**src/rtl/result_pkg.sv**
```systemverilog
// Shared types for the result-stage arbiter: request payload, source tag and arbitration state.
package result_pkg;

   typedef enum logic [1:0] {
      SIGN_OPERAND_A = 2'd0,
      SIGN_OPERAND_B = 2'd1,
      SIGN_XOR       = 2'd2,
      SIGN_ZERO      = 2'd3
   } sign_select_t;

   typedef enum logic [1:0] {
      EXP_DATAPATH = 2'd0,
      EXP_NORM     = 2'd1,
      EXP_ZERO     = 2'd2,
      EXP_MAX      = 2'd3
   } exponent_select_t;

   typedef enum logic [1:0] {
      FRAC_MSB_DATAPATH = 2'd0,
      FRAC_MSB_ZERO     = 2'd1,
      FRAC_MSB_ONE      = 2'd2,
      FRAC_MSB_NAN      = 2'd3
   } fraction_msb_select_t;

   typedef enum logic [1:0] {
      FRAC_LSBS_DATAPATH = 2'd0,
      FRAC_LSBS_ZERO     = 2'd1,
      FRAC_LSBS_ONES     = 2'd2,
      FRAC_LSBS_NAN      = 2'd3
   } fraction_lsbs_select_t;

   typedef struct packed {
      logic                  check_result;
      sign_select_t          sign_select;
      exponent_select_t      exponent_select;
      fraction_msb_select_t  fraction_msb_select;
      fraction_lsbs_select_t fraction_lsbs_select;
      logic                  sign;
      logic [9:0]            exponent;
      logic [31:0]           fraction;
   } result_req_t;

   typedef enum logic {
      SRC_PIPE = 1'b0,
      SRC_DIV  = 1'b1
   } src_t;

   typedef enum logic {
      FAVOR_PIPE = 1'b0,
      FAVOR_DIV  = 1'b1
   } arb_state_t;

endpackage

```
**src/rtl/result_output_reg.sv**
```systemverilog
// One-entry output register between the arbiter and the result selecter.
module result_output_reg
   import result_pkg::*;
(
   input  logic        clk_i,
   input  logic        reset_ni,
   input  logic        load_en_i,
   input  logic        flush_i,
   input  logic        win_valid_i,
   input  result_req_t win_req_i,
   input  src_t        win_src_i,
   output logic        out_valid_o,
   output result_req_t out_req_o,
   output src_t        out_src_o
);

   logic        out_valid_q;
   result_req_t out_req_q;
   src_t        out_src_q;

   // Payload only moves on a real load, so a stalled entry stays bit-stable.
   always_ff @(posedge clk_i) begin
      if (!reset_ni) begin
         out_valid_q <= 1'b0;
         out_req_q   <= '0;
         out_src_q   <= SRC_PIPE;
      end else if (flush_i) begin
         out_valid_q <= 1'b0;
      end else if (load_en_i) begin
         out_valid_q <= win_valid_i;
         if (win_valid_i) begin
            out_req_q <= win_req_i;
            out_src_q <= win_src_i;
         end
      end
   end

   assign out_valid_o = out_valid_q;
   assign out_req_o   = out_req_q;
   assign out_src_o   = out_src_q;

endmodule

```
**src/rtl/result_stage_arbiter.sv**
```systemverilog
// Arbitrates PIPE and DIV results into the shared result stage; PIPE has priority,
// a starvation counter bounds how long DIV can be held off.
module result_stage_arbiter
   import result_pkg::*;
#(
   parameter int unsigned STARVE_LIMIT = 4,
   parameter int unsigned CNT_W        = $clog2(STARVE_LIMIT + 1)
) (
   input  logic        clk,
   input  logic        reset_n,
   input  logic        flush,
   input  logic        pipe_valid,
   output logic        pipe_ready,
   input  result_req_t pipe_req,
   input  logic        div_valid,
   output logic        div_ready,
   input  result_req_t div_req,
   output logic        out_valid,
   input  logic        out_ready,
   output result_req_t out_req,
   output src_t        out_source
);

   localparam logic [CNT_W-1:0] CntMax = CNT_W'(STARVE_LIMIT);

   arb_state_t       state_q, state_d;
   logic [CNT_W-1:0] starve_cnt_q, starve_cnt_d;

   logic        load_en;
   logic        pipe_win, div_win, win_valid;
   result_req_t win_req;
   src_t        win_src;

   always_comb begin
      load_en  = (!out_valid || out_ready) && !flush && reset_n;
      pipe_win = 1'b0;
      div_win  = 1'b0;
      unique case (state_q)
         FAVOR_PIPE: begin
            if (pipe_valid)     pipe_win = 1'b1;
            else if (div_valid) div_win  = 1'b1;
         end
         FAVOR_DIV: begin
            if (div_valid)       div_win  = 1'b1;
            else if (pipe_valid) pipe_win = 1'b1;
         end
         default: ;
      endcase
      win_valid  = pipe_win || div_win;
      win_req    = div_win ? div_req : pipe_req;
      win_src    = div_win ? SRC_DIV : SRC_PIPE;
      pipe_ready = load_en && pipe_win;
      div_ready  = load_en && div_win;
   end

   // Switching on the next count value lets DIV win right after its STARVE_LIMIT-th loss.
   always_comb begin
      starve_cnt_d = '0;
      state_d      = state_q;
      if (flush) begin
         starve_cnt_d = '0;
         state_d      = FAVOR_PIPE;
      end else begin
         if (div_valid && !div_ready) begin
            starve_cnt_d = (starve_cnt_q == CntMax) ? CntMax : starve_cnt_q + 1'b1;
         end
         unique case (state_q)
            FAVOR_PIPE: if (starve_cnt_d == CntMax) state_d = FAVOR_DIV;
            FAVOR_DIV:  if (div_ready || !div_valid) state_d = FAVOR_PIPE;
            default:    state_d = FAVOR_PIPE;
         endcase
      end
   end

   always_ff @(posedge clk) begin
      if (!reset_n) begin
         state_q      <= FAVOR_PIPE;
         starve_cnt_q <= '0;
      end else begin
         state_q      <= state_d;
         starve_cnt_q <= starve_cnt_d;
      end
   end

   result_output_reg u_output_reg (
      .clk_i       (clk),
      .reset_ni    (reset_n),
      .load_en_i   (load_en),
      .flush_i     (flush),
      .win_valid_i (win_valid),
      .win_req_i   (win_req),
      .win_src_i   (win_src),
      .out_valid_o (out_valid),
      .out_req_o   (out_req),
      .out_src_o   (out_source)
   );

endmodule

```
**config.mk**
```make
export PLATFORM = sky130hd
export DESIGN_NAME = result_stage_arbiter
export DESIGN_NICKNAME = d
export VERILOG_FILES = /design/src/rtl/result_pkg.sv /design/src/rtl/result_output_reg.sv /design/src/rtl/result_stage_arbiter.sv
export SDC_FILE = /design/constraint.sdc
export NUM_CORES = 1
export LEC_CHECK = 0
export CORE_ASPECT_RATIO = 0.7
export CORE_MARGIN = 2
export CORE_UTILIZATION = 44
export CTS_BUF_LIST = sky130_fd_sc_hd__clkbuf_16
export DETAILED_ROUTE_END_ITERATION = 7
export PLACE_DENSITY_LB_ADDON = 0.15
export SLEW_MARGIN = 5
export SYNTH_ARGS = -nofsm -noshare
export SYNTH_HDL_FRONTEND = slang
export SYNTH_HIERARCHICAL = 1
export SYNTH_SLANG_ARGS = --single-unit
```
**constraint.sdc**
```tcl
create_clock -name clk -period 2.4 [get_ports clk]
set_input_delay 0.36 -clock clk [delete_from_list [all_inputs] [get_ports clk]]
set_output_delay 0.36 -clock clk [all_outputs]
set_load 0.005 [all_outputs]
```
==> metrics <==
commonest non-fill, non-tap cell in the layout=clkdlybuf4s50_1; Yosys top cell by area=dfxtp_1; Comb power frac=20.0%; Worst Tran Pin Value=0.992 ns; Area Growth Syn to Fin=54.9%; crit-path max FO=3; leading cell types in the layout, fill and taps excluded=clkdlybuf4s50_1 (164), nand2_1 (108), dfxtp_1 (58); Yosys top cell area share=34.7%; layout cells sized above 1=15.6%; Worst-path clk slew=0.04 ns; Sequential Area=1160 um^2; power share of the sequential group=38.7%; leak pwr=2.10 nW; max-cap violations=0; worst vdd ir=0.411 mV; mapped cell area=3350 um^2; CP bufs+invs=2; CTS tree=built; Routed Antenna Nets=0; WP data arrival=1.90 ns; Pint=2.02 mW; initial antenna violation count=0; dpl cells=569; placed wire-length estimate=6050 um; library cells used by synthesis=28; run status=finished, final reports clean; via count=2770; RePlAce Congestion=0.710; WS Path Type=primary input to primary output; Bufs on Longest Clock Path=2; nets@finish=594; Fin Clk Skew=0.00661 ns; Top Ports=166; power per cell area=503 nW/um^2; Hold Crit Class=register to register; post-CTS setup buffers=0; clk sink count=58; first-pass GRT wire length=13000 um; Max Freq=0.442 GHz; H-tree Lvls=3; CP Launch Type=primary input; Die Y=77.0 um; Worst EP required=2.04 ns; Max stage delay cell, worst path=clkdlybuf4s50_1; via count of the first global-routing pass=2770; Avg Cell Area, Syn=10.4 um^2; Final Setup Violations=0; synthesized flop and latch total=58; crit-path leading delay family=buffers and inverters; CTS buffer count=9; Syn Nets=435; n_diodes=0; DIE AREA=8340 um^2; crit end category=primary output; initial detailed-routing violation count=118; largest cells by area after synthesis=dfxtp_1 (35%), mux2_4 (22%), mux2i_1 (16%), nand2_1 (12%), buf_12 (6.6%); drt via density=4.74; clock root buffer master=clkbuf_16; Die Width=108 um; Clk pwr share=41.3%; Initial Util=45.6%; cell count after synthesis=323; register area share after synthesis=34.7%; unrepaired setup endpoints after global routing=no; Post-synth EDFFs=0; Synthesis Warnings=6; Switch Pwr=584 uW; Tcrit/Tclk final=94.2%; clock latency on the worst-skew pair=0.32 ns; area of the multi-input gates=1890 um^2; Residual DRC=0; post-CTS sizing=0; Pre-antenna DRT Iters=4; Fill cells=573; IO buf count=165; crit path cell chain=clkdlybuf4s50_1 > nor2b_1 > nor2b_1 > and3_1 > clkdlybuf4s50_1; Total GRT Usage=19.8%; switch share=22.4%; min cycle time layout=2.26 ns; cell row count=26; Hold Vio Cnt, Final=0; relative slew slack=33.8%; Post-synth top flop=dfxtp_1; async set-reset flop share out of synthesis=0%; core area=7350 um^2; largest net degree at the start of global routing=108; CP peak stage delay=0.50 ns; Remaining Overflow, GRT=0; Post-Route WL=8120 um; routed length per instance=13.9 um; max-slew violations=0; final setup TNS=0 ns; number of hold buffers added after cts=0; Non-Filler Instances=584
## metal layers
metal | share of wire, % | GRT usage (%) | vias up
li1 | - | - | 1395
met1 | 44 | 23.5 | 1267
met2 | 45 | 32.3 | 98
met3 | 8.8 | 7.14 | 10
met4 | 1.6 | 8.08 | 0
met5 | 0 | 0 | -
## sequential cells by signal, indices dropped and copies added (netlist names)
name                      count
u_output_reg/out_req_o       52
u_output_reg/out_valid_o      1
starve_cnt_q                  3
state_q                       1
u_output_reg/out_src_o        1
## worst paths after layout
path | start | to | slack [ns] | cells past startpoint
setup / recovery | flush | pipe_ready | 0.14 | 5
hold / removal | u_output_reg/out_req_o[38] | u_output_reg/out_req_o[38] | 0.45 | 2
setup reg to reg | u_output_reg/out_valid_o | u_output_reg/out_req_o[15] | 0.73 | 6
hold reg to reg | u_output_reg/out_req_o[38] | u_output_reg/out_req_o[38] | 0.45 | 2
## cells by family (layout without fill, tap and decap cells)
kind of cell / after synthesis / count (layout) / share of synthesized area [%]
compound gates: 5 / 5 / 1.08
xor+xnor: 1 / 1 / 0.261
fa+ha+maj: 2 / 2 / 0.747
buf+inv: 28 / 191 / 9.07
flops: 58 / 58 / 34.7
mux: 106 / 106 / 39.0
simple gates: 123 / 123 / 15.2
## area by class of cell
| class | instances | share of cell area (%) |
|---|---|---|
| clock buffer | 9 | 4.34 |
| timing repair buffer | 172 | 33.8 |
| clock inverter | 6 | 0.506 |
| tap | 98 | 2.36 |
| inverter | 4 | 0.289 |
| multi-input combinational | 237 | 36.4 |
| sequential | 58 | 22.4 |
## power by group through the flow
stage               sequential [mW]  combinational, mW  clock, mW
finish                         1.01              0.522       1.08
global route                   1.01              0.558       1.15
CTS                            1.01              0.525       1.11
detailed placement             1.03              0.521          0
global placement               1.03              0.512          0
floorplan                      1.03              0.271          0
## cell usage after synthesis (all sizes together) (2+ instances only)
cell type and count:
nand2 108, mux2i 54, nor2b 5, dfxtp 58
buf 18, mux2 52, inv 4, clkbuf 6
ha 2, nor2 3
## stage by stage
stage	hold slack, ns	power [mW]	util, %	instance area (um^2)	setup slack (ns)
2_1_floorplan	0.436	1.30	-	3350	0.867
3_3_place_gp	0.440	1.54	67.2	4940	0.215
3_5_place_dp	0.448	1.55	67.2	4940	0.202
4_1_cts	0.455	2.65	70.6	5190	0.175
5_1_grt	0.473	2.72	70.6	5190	0.0900
6_report	0.452	2.61	70.6	5190	0.139
## worst register-to-register path: stages, from the launching register on
cell and delay [ns]:
dfxtp_1 0.32, nor2b_1 0.17, nor2b_1 0.21, buf_4 0.16, and3b_2 0.24, buf_12 0.24, mux2i_1 0.26
Power figures use the tool's default switching activity.
